## config.mk

```make
export PLATFORM = sky130hd
export DESIGN_NAME = ode_matvec_fetch_ctrl
export DESIGN_NICKNAME = d
export VERILOG_FILES = /design/src/rtl/ode_matvec_fetch_ctrl.sv
export SDC_FILE = /design/constraint.sdc
export NUM_CORES = 1
export LEC_CHECK = 0
export CAP_MARGIN = 5
export CORE_ASPECT_RATIO = 0.75
export CORE_MARGIN = 2
export CORE_UTILIZATION = 41
export CTS_CLUSTER_DIAMETER = 40
export CTS_CLUSTER_SIZE = 28
export DETAILED_ROUTE_END_ITERATION = 6
export GPL_TIMING_DRIVEN = 0
export PLACE_DENSITY = 0.81
export REMOVE_ABC_BUFFERS = 1
export SLEW_MARGIN = 20
export SYNTH_ARGS = -nofsm -noshare
export SYNTH_HDL_FRONTEND = slang
export SYNTH_SLANG_ARGS = --single-unit
export TNS_END_PERCENT = 30
```

## constraint.sdc

```tcl
create_clock -name clk -period 3.1 [get_ports clk]
set_input_delay 0.62 -clock clk [delete_from_list [all_inputs] [get_ports clk]]
set_output_delay 0.62 -clock clk [all_outputs]
set_load 0.02 [all_outputs]
```

## src/rtl/ode_matvec_fetch_ctrl.sv

```systemverilog
// Read sequencer for matrix-vector products: walks an N x N row-major matrix and a
// length-N vector over two read-only RAM ports and streams element pairs downstream.
module ode_matvec_fetch_ctrl #(
  parameter int DATA_WIDTH   = 64,
  parameter int M_ADDR_WIDTH = 12,
  parameter int V_ADDR_WIDTH = 10,
  parameter int N_WIDTH      = 6,
  parameter int MAX_N        = 50
) (
  input  logic                    clk,
  input  logic                    rst_n,
  input  logic                    start,
  input  logic [N_WIDTH-1:0]      n,
  input  logic [V_ADDR_WIDTH-1:0] v_base,
  output logic                    busy,
  output logic                    done,
  output logic                    err,
  output logic [M_ADDR_WIDTH-1:0] m_addr,
  output logic                    m_we,
  output logic [V_ADDR_WIDTH-1:0] v_addr,
  output logic                    v_we,
  input  logic [DATA_WIDTH-1:0]   m_rdata,
  input  logic [DATA_WIDTH-1:0]   v_rdata,
  output logic [DATA_WIDTH-1:0]   out_m,
  output logic [DATA_WIDTH-1:0]   out_v,
  output logic                    out_valid,
  input  logic                    out_ready,
  output logic [N_WIDTH-1:0]      out_row,
  output logic [N_WIDTH-1:0]      out_col,
  output logic                    out_row_last
);

  localparam logic [1:0] S_IDLE  = 2'd0;
  localparam logic [1:0] S_ISSUE = 2'd1;
  localparam logic [1:0] S_DRAIN = 2'd2;
  localparam logic [1:0] S_DONE  = 2'd3;

  logic [1:0]              r_state;
  logic [N_WIDTH-1:0]      r_n;
  logic [N_WIDTH-1:0]      r_i;
  logic [N_WIDTH-1:0]      r_j;
  logic [V_ADDR_WIDTH-1:0] r_v_base;
  logic [M_ADDR_WIDTH-1:0] r_m_addr;
  logic [V_ADDR_WIDTH-1:0] r_v_addr;
  logic [M_ADDR_WIDTH-1:0] r_cur_m_addr;
  logic [V_ADDR_WIDTH-1:0] r_cur_v_addr;
  logic                    r_out_valid;
  logic [N_WIDTH-1:0]      r_out_row;
  logic [N_WIDTH-1:0]      r_out_col;
  logic                    r_row_last;
  logic                    r_done;
  logic                    r_err;

  logic w_advance;
  logic w_stall;
  logic w_legal_n;
  logic w_last_col;
  logic w_last_beat;

  assign w_advance   = !r_out_valid || out_ready;
  assign w_stall     = r_out_valid && !out_ready;
  assign w_legal_n   = (n != '0) && (n <= N_WIDTH'(MAX_N));
  assign w_last_col  = (r_j == r_n - N_WIDTH'(1));
  assign w_last_beat = w_last_col && (r_i == r_n - N_WIDTH'(1));

  // The address registers already point at the next pair once a beat is out, so a
  // stalled beat replays its own address to keep the registered RAM output frozen.
  assign m_addr = w_stall ? r_cur_m_addr : r_m_addr;
  assign v_addr = w_stall ? r_cur_v_addr : r_v_addr;

  assign m_we         = 1'b0;
  assign v_we         = 1'b0;
  assign out_m        = m_rdata;
  assign out_v        = v_rdata;
  assign out_valid    = r_out_valid;
  assign out_row      = r_out_row;
  assign out_col      = r_out_col;
  assign out_row_last = r_row_last;
  assign done         = r_done;
  assign err          = r_err;
  assign busy         = (r_state == S_ISSUE) || (r_state == S_DRAIN);

  always_ff @(posedge clk or negedge rst_n) begin
    if (!rst_n) begin
      r_state      <= S_IDLE;
      r_n          <= '0;
      r_i          <= '0;
      r_j          <= '0;
      r_v_base     <= '0;
      r_m_addr     <= '0;
      r_v_addr     <= '0;
      r_cur_m_addr <= '0;
      r_cur_v_addr <= '0;
      r_out_valid  <= 1'b0;
      r_out_row    <= '0;
      r_out_col    <= '0;
      r_row_last   <= 1'b0;
      r_done       <= 1'b0;
      r_err        <= 1'b0;
    end else begin
      // NOTE: pulses default low here so every branch below only has to raise them.
      r_done <= 1'b0;
      r_err  <= 1'b0;
      case (r_state)
        S_IDLE: begin
          if (start) begin
            if (!w_legal_n) begin
              r_err <= 1'b1;
            end else begin
              r_n      <= n;
              r_v_base <= v_base;
              r_m_addr <= '0;
              r_v_addr <= v_base;
              r_i      <= '0;
              r_j      <= '0;
              r_state  <= S_ISSUE;
            end
          end
        end
        S_ISSUE: begin
          if (w_advance) begin
            r_out_valid  <= 1'b1;
            r_out_row    <= r_i;
            r_out_col    <= r_j;
            r_row_last   <= w_last_col;
            r_cur_m_addr <= r_m_addr;
            r_cur_v_addr <= r_v_addr;
            if (w_last_beat) begin
              r_state <= S_DRAIN;
            end else begin
              r_m_addr <= r_m_addr + M_ADDR_WIDTH'(1);
              if (w_last_col) begin
                r_j      <= '0;
                r_i      <= r_i + N_WIDTH'(1);
                r_v_addr <= r_v_base;
              end else begin
                r_j      <= r_j + N_WIDTH'(1);
                r_v_addr <= r_v_addr + V_ADDR_WIDTH'(1);
              end
            end
          end
        end
        S_DRAIN: begin
          if (r_out_valid && out_ready) begin
            r_out_valid <= 1'b0;
            r_row_last  <= 1'b0;
            r_state     <= S_DONE;
          end
        end
        S_DONE: begin
          r_done  <= 1'b1;
          r_state <= S_IDLE;
        end
        default: r_state <= S_IDLE;
      endcase
    end
  end

endmodule

```

* Yosys cells after proc, flatten, opt, wreduce, memory -nomap -nowiden
Index checks and enable logic that the tools add are counted.
** Storage, ports and cells
- Bits in registers :: 90
- Output and inout bits :: 169
- Word-level logic and storage cells :: 89
- Bits of input ports :: 148
** Cells by class
- $add $sub $neg :: 5
- Muxes and demuxes :: 38
- Magnitude comparators :: 1
- Equality and inequality tests :: 12
- Reductions and logical operators :: 18
** Operators with widths (count)
- 2-to-1 mux 10 bit :: 6
- 2-to-1 mux 12 bit :: 5
- 2-to-1 mux 6 bit :: 8
- case mux 12 bit (2 select lines) :: 1
- case mux 6 bit (2 select lines) :: 2
- case mux 10 bit (2 select lines) :: 1
- adder 12 x 1 -> 12 bit (second input constant) :: 1
- adder 6 x 1 -> 6 bit (second input constant) :: 2
- equality test 6 bit :: 2
- inequality test 2 bit (second input constant) :: 6
- adder 10 x 1 -> 10 bit (second input constant) :: 1
- 2-to-1 mux 2 bit :: 5
- AND reduction 5 bit :: 2
- case mux 2 bit (4 select lines) :: 1
- 2-to-1 mux 1 bit :: 7
- <= comparator 6 bit (second input constant) :: 1
- AND reduction 3 bit :: 2
- AND reduction 6 bit :: 1
- nonzero test 6 bit :: 1
- subtractor 6 x 1 -> 6 bit (second input constant) :: 1
- equality test 2 bit (second input constant) :: 2
- logical AND 1 bit :: 4
- case mux 1 bit (2 select lines) :: 2
- nonzero test 2 bit :: 2
- other kinds (6) :: 8

* Logic depth before layout (Yosys ltp)
- Depth after elaboration :: 6
- Depth in mapped cells :: 10
- Mapped depth without buffers :: 8

* Worst setup path before layout
OpenSTA, ideal clock, no wires.
- Kind :: input port to flip-flop
- Start :: in n[0]
- End :: reg r_n[3]
- Required time :: 2973 ps
- Stages :: 5
- Setup slack :: 682 ps
- Buffers on the path :: 1
- Setup time :: 127 ps
- Data arrival time :: 2291 ps
- Cell sequence :: a211o_1 a22o_1 nor3_2 clkbuf_1 mux2_1
** On the way
- Cells in the longest elaborated chain, start to end :: 3
- Elaborated cells on any way between the ends :: 4
- Those cells by class :: 1 x order compare; 3 x reduce/logical
** Ends and longest elaborated chain
- start: declaration :: RTL line 13 : input logic [N_WIDTH-1:0] n,
- <= comparator 6 bit / nonzero test 6 bit (equally long branches) :: RTL line 62 : assign w_legal_n = (n != '0) && (n <= N_WIDTH'(MAX_N));
- logical AND 1 bit * :: RTL line 62
- AND reduction 3 bit (no source line) *
- end signal: assignment :: RTL line 110 : r_n <= n;
- end: declaration :: RTL line 39 : logic [N_WIDTH-1:0] r_n;
Every way passes the cells marked *; elsewhere a longest branch is shown, timed or not.
A chain may end at the register's enable or synchronous reset.

* Final worst setup path
- Start :: in out_ready
- End :: out m_addr[4]
** On the way
- Cells in the longest elaborated chain, start to end :: 3
** Ends and longest elaborated chain
- start: declaration :: RTL line 27 : input logic out_ready,
- zero test 1 bit :: RTL line 61 : assign w_stall = r_out_valid && !out_ready;
- logical AND 1 bit :: RTL line 61
- 2-to-1 mux 12 bit :: RTL line 68 : assign m_addr = w_stall ? r_cur_m_addr : r_m_addr;
- end: declaration :: RTL line 18 : output logic [M_ADDR_WIDTH-1:0] m_addr,
Every way passes these cells.

==> impl_metrics.env <==
export IMPL_p_seq_frac=0.330
export IMPL_path_common_cell="sky130_fd_sc_hd__clkdlybuf4s50_1"
export IMPL_p_per_area_mw_per_mm2=957.6
export IMPL_power_net_switching_mw=2.455
export IMPL_layout_commonest_cell="sky130_fd_sc_hd__nand2_1"
export IMPL_nets=721
export IMPL_dr_first_iter_drc_count=432
export IMPL_instances_no_fill=768
export IMPL_worst_slew_pin_transition_ns=0.7273
export IMPL_setup_ws_ns=0.1678
export IMPL_drt_drc_violations_left=0
export IMPL_post_synth_cell_area_avg_um2=9.300
export IMPL_most_common_layout_cells="104 x sky130_fd_sc_hd__nand2_1, 90 x sky130_fd_sc_hd__dfrtp_1, 57 x sky130_fd_sc_hd__clkdlybuf4s50_1"
export IMPL_clkSinkCount=90
export IMPL_synthesized_cell_area_mm2=0.006055
export IMPL_number_of_detailed_routing_iterations_run_before_antenna_repair=6
export IMPL_globalplace_congestion=0.8499
export IMPL_tritoncts="done"
export IMPL_area_growth_syn_to_layout_pct=3.162
export IMPL_run_status="finished, final reports clean"
export IMPL_critical_path_n_buffers_inverters=3
export IMPL_slowest_stage="sky130_fd_sc_hd__clkdlybuf4s50_1"
export IMPL_worst_path_max_fanout=19
export IMPL_maximum_number_of_pins_on_one_net_before_global_route_repair=73
export IMPL_floorplan_core_area_mm2=0.01445
export IMPL_num_antenna_cells=0
export IMPL_placement_setup_worst_slack_ns=-1.408
export IMPL_detail_route_antenna_nets=0
export IMPL_leakage_power_nw=2.748
export IMPL_timing_critical_path_required_ns=2.48
export IMPL_timing_setup_critical_path_class="input pin to output port"
export IMPL_via_count=4470
export IMPL_clk_root_buffer_cell="sky130_fd_sc_hd__clkbuf_16"
export IMPL_min_period_ns=2.932
export IMPL_detail_route_wl_per_cell_um=30.37
export IMPL_timing_final_setup_violations=0
export IMPL_min_period_over_period=0.9459
export IMPL_pwr_share_comb=0.481
export IMPL_floorplan_rows=38
export IMPL_die_area_mm2=0.01577
export IMPL_critPathCaptureType="output port"
export IMPL_dp_final_hpwl_um=18000
export IMPL_maxSlewViolCount=0
export IMPL_globalRoute_totalOverflow=0
export IMPL_cts_buffers=9
export IMPL_postSynth_topFlopCell="sky130_fd_sc_hd__dfrtp_1"
export IMPL_max_cap_viol_count=0
export IMPL_synthArstFlopShare=1.000
export IMPL_max_stage_delay_ns=0.63
export IMPL_grt_setup_unrepaired="false"
export IMPL_clock_tree_buffer_depth=2
export IMPL_cp_cell_sequence="clkdlybuf4s50_1, nor2b_4, buf_6, nand2_1, o21ai_0, clkdlybuf4s50_1"
export IMPL_wl_um=23320
export IMPL_global_route_usage_total=0.2969
export IMPL_total_of_flip_flops_plus_latches_after_synthesis=90
export IMPL_crit_arrival_ns=2.31
export IMPL_grt_antenna_before_repair=0
export IMPL_finish_instance_area_mm2=0.006246
export IMPL_grt_pass1_vias=4238
export IMPL_share_clk_of_total_power=0.189
export IMPL_synth_edff_count=0
export IMPL_finalHoldViolCount=0
export IMPL_skew_ns=0.005403
export IMPL_fin_util=0.4321
export IMPL_initial_core_util=0.4189
export IMPL_placement_cell_area_mm2=0.005873
export IMPL_numPlacedInstances=751
export IMPL_grt_pass1_wl_um=32240
export IMPL_drive_gt1_frac=0.1320
export IMPL_synth_sequential_area_ratio=0.3720
export IMPL_internal_power_mw=3.526
export IMPL_synth_lib_cells_used_distinct=68
export IMPL_postSynthCellCount=651
export IMPL_min_path_type="input pin to async pin"
export IMPL_worst_skew_pair_late_latency_ns=0.35
export IMPL_peakVddDrop_uv=503.1
export IMPL_ioPinCount=317
export IMPL_clk_pin_slew_worst_paths_ns=0.06
export IMPL_synthesis_yosys_warnings=0
export IMPL_route_detailed_vias_per_inst=5.820
export IMPL_worst_path_dominant_cell_family="buffers and inverters"
export IMPL_dieHeight_um=109.2
export IMPL_dieWidth_um=144.3
export IMPL_crit_path_start_kind="input pin"
export IMPL_ctsHtreeMaxLevel=3
export IMPL_switching_share=0.4104
export IMPL_numPortBuffers=58
export IMPL_timing_fmax_ghz=0.3410
export IMPL_relative_slew_slack=0.5151
kinds of logic after synthesis:
family | count (synthesis) | synth area share
other cells | 1 | 0.0006194
mux | 59 | 0.1077
xor+xnor | 26 | 0.04671
simple gates | 199 | 0.1538
buf+inv | 176 | 0.1924
compound gates | 90 | 0.1062
fa+ha+maj | 10 | 0.02067
flops | 90 | 0.3720
layout make-up:
type	instances	area [um2]
clock inverter	5	52.55
multi-input combinational	386	2716
clock buffer	11	252.7
inverter	13	51.30
fill	1406	8208
tap	200	250.2
sequential	90	2252
timing repair buffer	63	670.6
flip-flops by register name (all words and copies together) (netlist names):
name          cells
out_col           6
err               1
out_row_last      1
r_i               6
r_state           2
r_m_addr         12
r_n               6
r_v_addr         10
r_v_base         10
done              1
r_j               6
r_cur_v_addr     10
out_row           6
r_cur_m_addr     12
out_valid         1
cell usage after synthesis (4+ instances only):
master	instances	area [um2]
sky130_fd_sc_hd__and3_1	11	68.82
sky130_fd_sc_hd__o31ai_1	4	30.03
sky130_fd_sc_hd__xor2_1	7	61.31
sky130_fd_sc_hd__nand3_1	30	150.1
sky130_fd_sc_hd__inv_1	12	45.04
sky130_fd_sc_hd__o21ai_0	8	40.04
sky130_fd_sc_hd__buf_2	6	30.03
sky130_fd_sc_hd__xnor2_1	15	131.4
sky130_fd_sc_hd__clkbuf_1	21	78.83
sky130_fd_sc_hd__buf_4	132	991.0
sky130_fd_sc_hd__mux2i_1	13	130.1
sky130_fd_sc_hd__mux2_2	32	360.4
sky130_fd_sc_hd__nand4_1	8	50.05
sky130_fd_sc_hd__nor3_1	8	40.04
sky130_fd_sc_hd__nor2_1	12	45.04
sky130_fd_sc_hd__o211ai_1	9	67.56
sky130_fd_sc_hd__mux2_1	13	146.4
sky130_fd_sc_hd__o21ai_1	22	110.1
sky130_fd_sc_hd__a21oi_1	7	35.03
sky130_fd_sc_hd__xnor3_1	4	90.09
sky130_fd_sc_hd__a31oi_1	5	31.28
sky130_fd_sc_hd__ha_1	10	125.1
sky130_fd_sc_hd__nand2_1	105	394.1
sky130_fd_sc_hd__dfrtp_1	90	2252
final timing paths:
path | start | end | slack, ns | cells after the start
setup reg to reg | r_n[2] | r_v_addr[0] | 0.23 | 6
hold reg to reg | r_cur_m_addr[4] | r_cur_m_addr[4] | 0.48 | 2
min in group clk | r_cur_m_addr[4] | r_cur_m_addr[4] | 0.48 | 2
hold / removal | rst_n | out_col[3] | 0.10 | 1
setup / recovery | out_ready | m_addr[4] | 0.17 | 6
max in group asynchronous | rst_n | r_cur_m_addr[11] | 2.39 | 2
power groups by stage:
stage               clock, mW  sequential [mW]  combinational, mW
floorplan                   0             1.93               1.87
global placement            0             1.96               2.67
detailed placement          0             1.98               2.79
CTS                      1.14             1.96               2.84
global route             1.20             2.05               3.12
finish                   1.13             1.98               2.88
metal layers:
layer,wire [um],global-route usage,part of all wire,up-vias
met5,0,0.04605,0,-
met4,1479,0.1706,0.063,0
met3,4235,0.2244,0.18,52
met2,9285,0.3991,0.40,322
met1,8324,0.3307,0.36,2170
li1,-,-,-,1926
worst register-to-register path: cells and delay by family (launching register included):
kind | cells | cell delay (ns)
flops | 1 | 0.45
compound gates | 2 | 0.65
simple gates | 3 | 1.31
xor+xnor | 1 | 0.36
repair_timing:
item,in CTS,in global routing
endpoints found under the hold margin,0,0
hold buffers,0,0
setup endpoints to repair,53,29
gates resized for setup,4,7
setup buffers,1,0
per-stage QoR:
step	hold WS, ns	total power, mW	setup TNS (ns)
4_1_cts	0.1053	5.942	0
5_1_grt	0.1038	6.370	0
6_report	0.1028	5.981	0
3_3_place_gp	0.4647	4.621	-285.36
3_5_place_dp	0.4708	4.770	-35.35
2_1_floorplan	0.3244	3.806	-6.703
No activity file was read; power rests on OpenSTA's default activity.
